[config.mk]
export PLATFORM = sky130hd
export DESIGN_NAME = line_mem_arbiter_flat
export DESIGN_NICKNAME = d
export VERILOG_FILES = /design/src/rtl/line_mem_arbiter_if.sv /design/src/rtl/line_mem_arbiter.sv /design/src/flat_wrapper.sv
export SDC_FILE = /design/constraint.sdc
export NUM_CORES = 1
export LEC_CHECK = 0
export ABC_AREA = 1
export CAP_MARGIN = 20
export CORE_AREA = 2 2 541 543
export DETAILED_ROUTE_END_ITERATION = 10
export DIE_AREA = 0 0 543 545
export PLACE_DENSITY = 0.3
export SETUP_SLACK_MARGIN = 0.3
export SYNTH_ARGS = -nofsm -noshare
export SYNTH_HDL_FRONTEND = slang
export SYNTH_SLANG_ARGS = --single-unit
[constraint.sdc]
create_clock -name clk -period 2.28 [get_ports clk]
set_clock_uncertainty 0.2 [all_clocks]
set_input_delay 0.456 -clock clk [delete_from_list [all_inputs] [get_ports clk]]
set_output_delay 0.456 -clock clk [all_outputs]
set_load 0.01 [all_outputs]
[src/rtl/line_mem_arbiter_if.sv]
// Cache-side and memory-side line transfer signals of the line memory arbiter.
// The arbiter connects through the slave modport; the caches and memory use master.
interface line_mem_arbiter_if #(
    parameter int LINE_W = 256,
    parameter int ADDR_W = 32
);
    logic              i_read;
    logic [ADDR_W-1:0] i_addr;
    logic [LINE_W-1:0] i_rdata;
    logic              i_resp;

    logic              d_read;
    logic              d_write;
    logic [ADDR_W-1:0] d_addr;
    logic [LINE_W-1:0] d_wdata;
    logic [LINE_W-1:0] d_rdata;
    logic              d_resp;

    logic              pmem_read;
    logic              pmem_write;
    logic [ADDR_W-1:0] pmem_address;
    logic [LINE_W-1:0] pmem_wdata;
    logic [LINE_W-1:0] pmem_rdata;
    logic              pmem_resp;

    modport slave (
        input  i_read, i_addr,
        output i_rdata, i_resp,
        input  d_read, d_write, d_addr, d_wdata,
        output d_rdata, d_resp,
        output pmem_read, pmem_write, pmem_address, pmem_wdata,
        input  pmem_rdata, pmem_resp
    );

    modport master (
        output i_read, i_addr,
        input  i_rdata, i_resp,
        output d_read, d_write, d_addr, d_wdata,
        input  d_rdata, d_resp,
        input  pmem_read, pmem_write, pmem_address, pmem_wdata,
        output pmem_rdata, pmem_resp
    );
endinterface

[src/rtl/line_mem_arbiter.sv]
// Merges icache and dcache line traffic onto one physical-memory port,
// one transaction at a time, round-robin on simultaneous requests.
module line_mem_arbiter #(
    parameter int LINE_W = 256,
    parameter int ADDR_W = 32
) (
    input logic                clk,
    input logic                rst,
    line_mem_arbiter_if.slave  bus
);

    typedef enum logic [1:0] {IDLE, SERVE, RESP} state_t;
    typedef enum logic {OWN_I, OWN_D} owner_t;

    state_t            state_q, state_d;
    owner_t            owner_q;
    owner_t            last_q;
    logic              op_wr_q;
    logic [ADDR_W-1:0] addr_q;
    logic [LINE_W-1:0] wdata_q;
    logic [LINE_W-1:0] i_rdata_q;
    logic [LINE_W-1:0] d_rdata_q;

    logic              d_req;
    logic              grant;
    logic              grant_d;
    logic              grant_wr;
    logic              capture;

    function automatic logic [ADDR_W-1:0] align_addr(input logic [ADDR_W-1:0] a);
        return a & ~ADDR_W'(LINE_W / 8 - 1);
    endfunction

    always_ff @(posedge clk or negedge rst) begin
        if (!rst) begin
            state_q <= IDLE;
        end else begin
            state_q <= state_d;
        end
    end

    // Arbitration and sequencing; requester inputs only matter in IDLE.
    always_comb begin
        state_d = state_q;
        grant   = 1'b0;
        grant_d = 1'b0;
        capture = 1'b0;
        d_req   = bus.d_read | bus.d_write;
        case (state_q)
            IDLE: begin
                if (bus.i_read && d_req) begin
                    grant   = 1'b1;
                    grant_d = (last_q == OWN_I);
                end else if (bus.i_read) begin
                    grant   = 1'b1;
                end else if (d_req) begin
                    grant   = 1'b1;
                    grant_d = 1'b1;
                end
                if (grant) state_d = SERVE;
            end
            SERVE: begin
                if (bus.pmem_resp) begin
                    capture = 1'b1;
                    state_d = RESP;
                end
            end
            RESP:    state_d = IDLE;
            default: state_d = IDLE;
        endcase
    end

    // A simultaneous d_read/d_write is resolved as a read.
    assign grant_wr = grant_d & bus.d_write & ~bus.d_read;

    always_ff @(posedge clk or negedge rst) begin
        if (!rst) begin
            owner_q   <= OWN_I;
            last_q    <= OWN_I;
            op_wr_q   <= 1'b0;
            addr_q    <= '0;
            wdata_q   <= '0;
            i_rdata_q <= '0;
            d_rdata_q <= '0;
        end else begin
            if (grant) begin
                owner_q <= grant_d ? OWN_D : OWN_I;
                op_wr_q <= grant_wr;
                addr_q  <= align_addr(grant_d ? bus.d_addr : bus.i_addr);
                if (grant_wr) wdata_q <= bus.d_wdata;
            end
            if (capture) begin
                last_q <= owner_q;
                if (!op_wr_q) begin
                    if (owner_q == OWN_D) d_rdata_q <= bus.pmem_rdata;
                    else                  i_rdata_q <= bus.pmem_rdata;
                end
            end
        end
    end

    assign bus.pmem_read    = (state_q == SERVE) && !op_wr_q;
    assign bus.pmem_write   = (state_q == SERVE) &&  op_wr_q;
    assign bus.pmem_address = addr_q;
    assign bus.pmem_wdata   = wdata_q;

    assign bus.i_rdata = i_rdata_q;
    assign bus.d_rdata = d_rdata_q;
    assign bus.i_resp  = (state_q == RESP) && (owner_q == OWN_I);
    assign bus.d_resp  = (state_q == RESP) && (owner_q == OWN_D);

endmodule

[src/flat_wrapper.sv]
// flat-port wrapper written by rule: the top's interface ports become plain ports
module line_mem_arbiter_flat 
#(
    parameter int LINE_W = 256,
    parameter int ADDR_W = 32
)
  (clk, rst, bus_i_read, bus_i_addr, bus_i_rdata, bus_i_resp, bus_d_read, bus_d_write, bus_d_addr, bus_d_wdata, bus_d_rdata, bus_d_resp, bus_pmem_read, bus_pmem_write, bus_pmem_address, bus_pmem_wdata, bus_pmem_rdata, bus_pmem_resp);
  line_mem_arbiter_if #(.LINE_W(LINE_W), .ADDR_W(ADDR_W)) bus_i ();
  input logic clk;
  input logic rst;
  input wire logic [$bits(bus_i.i_read)-1:0] bus_i_read;
  input wire logic [$bits(bus_i.i_addr)-1:0] bus_i_addr;
  output wire logic [$bits(bus_i.i_rdata)-1:0] bus_i_rdata;
  output wire logic [$bits(bus_i.i_resp)-1:0] bus_i_resp;
  input wire logic [$bits(bus_i.d_read)-1:0] bus_d_read;
  input wire logic [$bits(bus_i.d_write)-1:0] bus_d_write;
  input wire logic [$bits(bus_i.d_addr)-1:0] bus_d_addr;
  input wire logic [$bits(bus_i.d_wdata)-1:0] bus_d_wdata;
  output wire logic [$bits(bus_i.d_rdata)-1:0] bus_d_rdata;
  output wire logic [$bits(bus_i.d_resp)-1:0] bus_d_resp;
  output wire logic [$bits(bus_i.pmem_read)-1:0] bus_pmem_read;
  output wire logic [$bits(bus_i.pmem_write)-1:0] bus_pmem_write;
  output wire logic [$bits(bus_i.pmem_address)-1:0] bus_pmem_address;
  output wire logic [$bits(bus_i.pmem_wdata)-1:0] bus_pmem_wdata;
  input wire logic [$bits(bus_i.pmem_rdata)-1:0] bus_pmem_rdata;
  input wire logic [$bits(bus_i.pmem_resp)-1:0] bus_pmem_resp;
  assign bus_i.i_read = bus_i_read;
  assign bus_i.i_addr = bus_i_addr;
  assign bus_i_rdata = bus_i.i_rdata;
  assign bus_i_resp = bus_i.i_resp;
  assign bus_i.d_read = bus_d_read;
  assign bus_i.d_write = bus_d_write;
  assign bus_i.d_addr = bus_d_addr;
  assign bus_i.d_wdata = bus_d_wdata;
  assign bus_d_rdata = bus_i.d_rdata;
  assign bus_d_resp = bus_i.d_resp;
  assign bus_pmem_read = bus_i.pmem_read;
  assign bus_pmem_write = bus_i.pmem_write;
  assign bus_pmem_address = bus_i.pmem_address;
  assign bus_pmem_wdata = bus_i.pmem_wdata;
  assign bus_i.pmem_rdata = bus_pmem_rdata;
  assign bus_i.pmem_resp = bus_pmem_resp;
  line_mem_arbiter #(.LINE_W(LINE_W), .ADDR_W(ADDR_W)) u_core (.clk(clk), .rst(rst), .bus(bus_i));
endmodule
==> impl_results.md <==
* DR pass1 iterations at 5
* First-pass GRT wire length at 296000 um
* Die area at 296000 um2
* Critical path fanouts, max at 3
* Final Max Slew Viols at 0
* Vias in the first global route at 33500
* Setup violators final at 4
* Failing checks: negative setup slack
* Startpoint Class: flop
* Fill count at 32000
* Largest net degree at the start of global routing at 82
* Hold Crit Depth at 3
* Slowest cell on crit path: dfrtp_1
* Post-synthesis area per instance at 8.90 um2
* RSZ-0062 raised after global routing: yes
* GRT Util Overall at 14.5%
* # clock sinks at 800
* Final worst path period need at 2.40 ns
* R2r worst-path depth at 11
* Seq/Total Area, Yosys at 63.5%
* Worst r2r src: u_core.state_q[1]$_DFFE_PN0P_
* Synth Register Bits at 800
* Initial DRC count at 1761
* Critical Path Max Stage Delay at 0.36 ns
* Antenna violations before repair at 118
* Vias per cell at 3.35
* Max Cap Viol at 0
* Hold_sp: bus_pmem_rdata[70]
* Static Leak at 31.3 nW
* Sequential power share at 30.5%
* Synthesis Warnings at 0
* Combinational power share at 48.0%
* Worst EP arrival at 1.74 ns
* Power per standard cell area at 1370 nW/um2
* Hold Path End: u_core.bus.i_rdata[70]$_DFFE_PN0P_
* Place WS at -0.221 ns
* Core ar. at 290000 um2
* Final worst setup slack at -0.117 ns
* Rel. slew slack at 60.3%
* Switching Fraction at 39.6%
* DRC viols at 0
* Synth Cell Area at 31500 um2
* # nets final at 6339
* Chip Height at 545 um
* Final hold vios at 0
* Kind of critical path: flop to output pin
* RR Endpoint: u_core.bus.d_rdata[222]$_DFFE_PN0P_
* Clock Power Share at 21.5%
* Via count at 32700
* Cells after Synth at 3540
* Tot Pwr at 86.7 mW
* Non-Filler Instances at 9777
* Final wirelength at 229000 um
* Area grow syn2layout at 100%
* I/O Buffers at 1370
* CP cell instances: inv_2, buf_6, nor3_4, buf_12
* Layout cells sized above 1 at 27.5%
* Gpl congestion at 0.861
* H-tree lvl count at 3
* Synth unique cells at 22
* Rows at 198
* P_int at 52.4 mW
* VDD IR-drop max at 0.000833 V
* Initial core utilization at 10.9%
* Total gr overflow at 0
* Dpl cells at 8751
* Reg clk slew, reported paths at 0.06 ns
* Die Wd at 543 um
* Most frequent cells in the layout: 1063 x nand2_1, 754 x dfrtp_1, 603 x buf_6
* Total net switching power at 34.4 mW
* Leading cell type in the layout, fill and taps excluded: nand2_1
* Root Driver: clkbuf_16
* CTS tree: yes
* Longest Clk Path Bufs at 4
* Fmax at 417 MHz
* Post-DR wirelength/cell at 23.4 um
* Detailed Place HPWL at 180000 um
* Worst R2R Setup Slack at 0.13 ns
* Status: finished with violations
* CTS Buf Count at 114
* IO Count at 1386
* HP Class: input pin to flop
* Skew-Pair Late Insertion Delay at 0.80 ns
* Worst-margin pin slew at 0.595 ns
* Antenna Nets Post-Route at 0
* Critical Path RT at 1.62 ns
* Crit end category: output pin
* Period utilization at 105%
==> cell type report <==
cell class / count / area, um2 / area share, %
timing repair buffer: 2314 / 23200 / 36.8
sequential: 800 / 20100 / 31.8
multi-input combinational: 1954 / 8880 / 14.1
tap: 3900 / 4880 / 7.73
clock buffer: 180 / 3470 / 5.50
inverter: 573 / 2160 / 3.43
clock inverter: 26 / 359 / 0.569
antenna: 30 / 75.1 / 0.119
==> cell usage after synthesis <==
master / n / area share, %
buf_1: 21 / 0.25
buf_2: 63 / 1.0
buf_4: 5 / 0.12
clkbuf_1: 128 / 1.5
conb_1: 1 / 0.012
dfrtp_1: 800 / 64
inv_1: 571 / 6.8
inv_2: 2 / 0.024
nand2_1: 1112 / 13
nand2_2: 1 / 0.020
nand3_1: 283 / 4.5
nand3_2: 2 / 0.064
nand4_1: 27 / 0.54
nand4_2: 1 / 0.040
nor2_1: 2 / 0.024
nor2_2: 1 / 0.020
nor2_4: 1 / 0.036
nor3_1: 2 / 0.032
nor3_2: 1 / 0.032
o21a_1: 1 / 0.024
o21ai_0: 286 / 4.5
o21ai_1: 229 / 3.6
==> stage by stage <==
step	instance area (um2)	setup TNS, ns	utilization (%)	hold slack, ns
final	63100	-0.337	21.8	0.0671
after global routing	63100	-0.813	21.7	0.0240
after CTS	60900	-73.67	21.0	0.00128
after detailed placement	51100	-42.65	17.6	0.258
after global placement	51100	-41.64	17.6	0.255
after floorplan	31500	0	-	-0.0396
==> how the worst max path moves through the flow <==
stage                                       start                            endpoint  cells past startpoint
floorplan              u_core.op_wr_q$_DFFE_PN0P_                      bus_pmem_write                      4
global placement                    bus_pmem_resp  u_core.bus.d_rdata[62]$_DFFE_PN0P_                      8
detailed placement                  bus_pmem_resp  u_core.bus.d_rdata[62]$_DFFE_PN0P_                      8
CTS                 u_core.state_q[1]$_DFFE_PN0P_                          bus_d_resp                      4
global route        u_core.state_q[1]$_DFFE_PN0P_                          bus_d_resp                      4
finish              u_core.state_q[1]$_DFFE_PN0P_                          bus_d_resp                      4
==> power groups by stage <==
stage / sequential [mW] / clock [mW] / combinational [mW]
final: 26.4 / 18.6 / 41.6
after global routing: 27.2 / 20.0 / 45.3
after CTS: 26.1 / 19.4 / 40.1
after detailed placement: 25.5 / 0 / 36.9
after global placement: 25.4 / 0 / 37.1
after floorplan: 27.6 / 0 / 8.33
==> worst max-delay path: cells and delay by family, from the launching register on <==
family                 cells  cell delay, ns
flip-flops                 1            0.36
buffers and inverters      3            0.34
AND/OR/NAND/NOR            1            0.22
==> logic make-up after synthesis <==
kind of cell	Yosys count	synth area share [%]
compound gates	516	8.20
buf+inv	790	9.72
simple gates	1433	18.5
other cells	1	0.0119
flops	800	63.5
==> metal layers <==
| metal | routed length [um] | up-vias | track usage (%) |
|---|---|---|---|
| li1 | - | 15400 | - |
| met3 | 25400 | 329 | 7.42 |
| met2 | 103000 | 1236 | 23.2 |
| met1 | 95500 | 15700 | 17.2 |
| met5 | 549 | - | 0 |
| met4 | 5000 | 84 | 3.10 |
==> flip-flops by register name, indices dropped and copies added, names as in the netlist <==
register / flops
u_core.bus.d_rdata: 256
u_core.bus.i_rdata: 256
u_core.bus.pmem_wdata: 256
u_core.bus.pmem_address: 27
u_core.state_q: 2
u_core.last_q: 1
u_core.op_wr_q: 1
u_core.owner_q: 1
==> what timing repair did <==
action | 4_1_cts | 5_1_grt
endpoints found under the setup margin | 1072 | 1550
gates resized for setup | 2640 | 1393
gates cloned | 0 | 31
pin swaps | 2 | 33
setup buffers | 136 | 184
hold buffers | 439 | 0
endpoints found under the hold margin | 1416 | 0
Power figures use the tool's default switching activity.
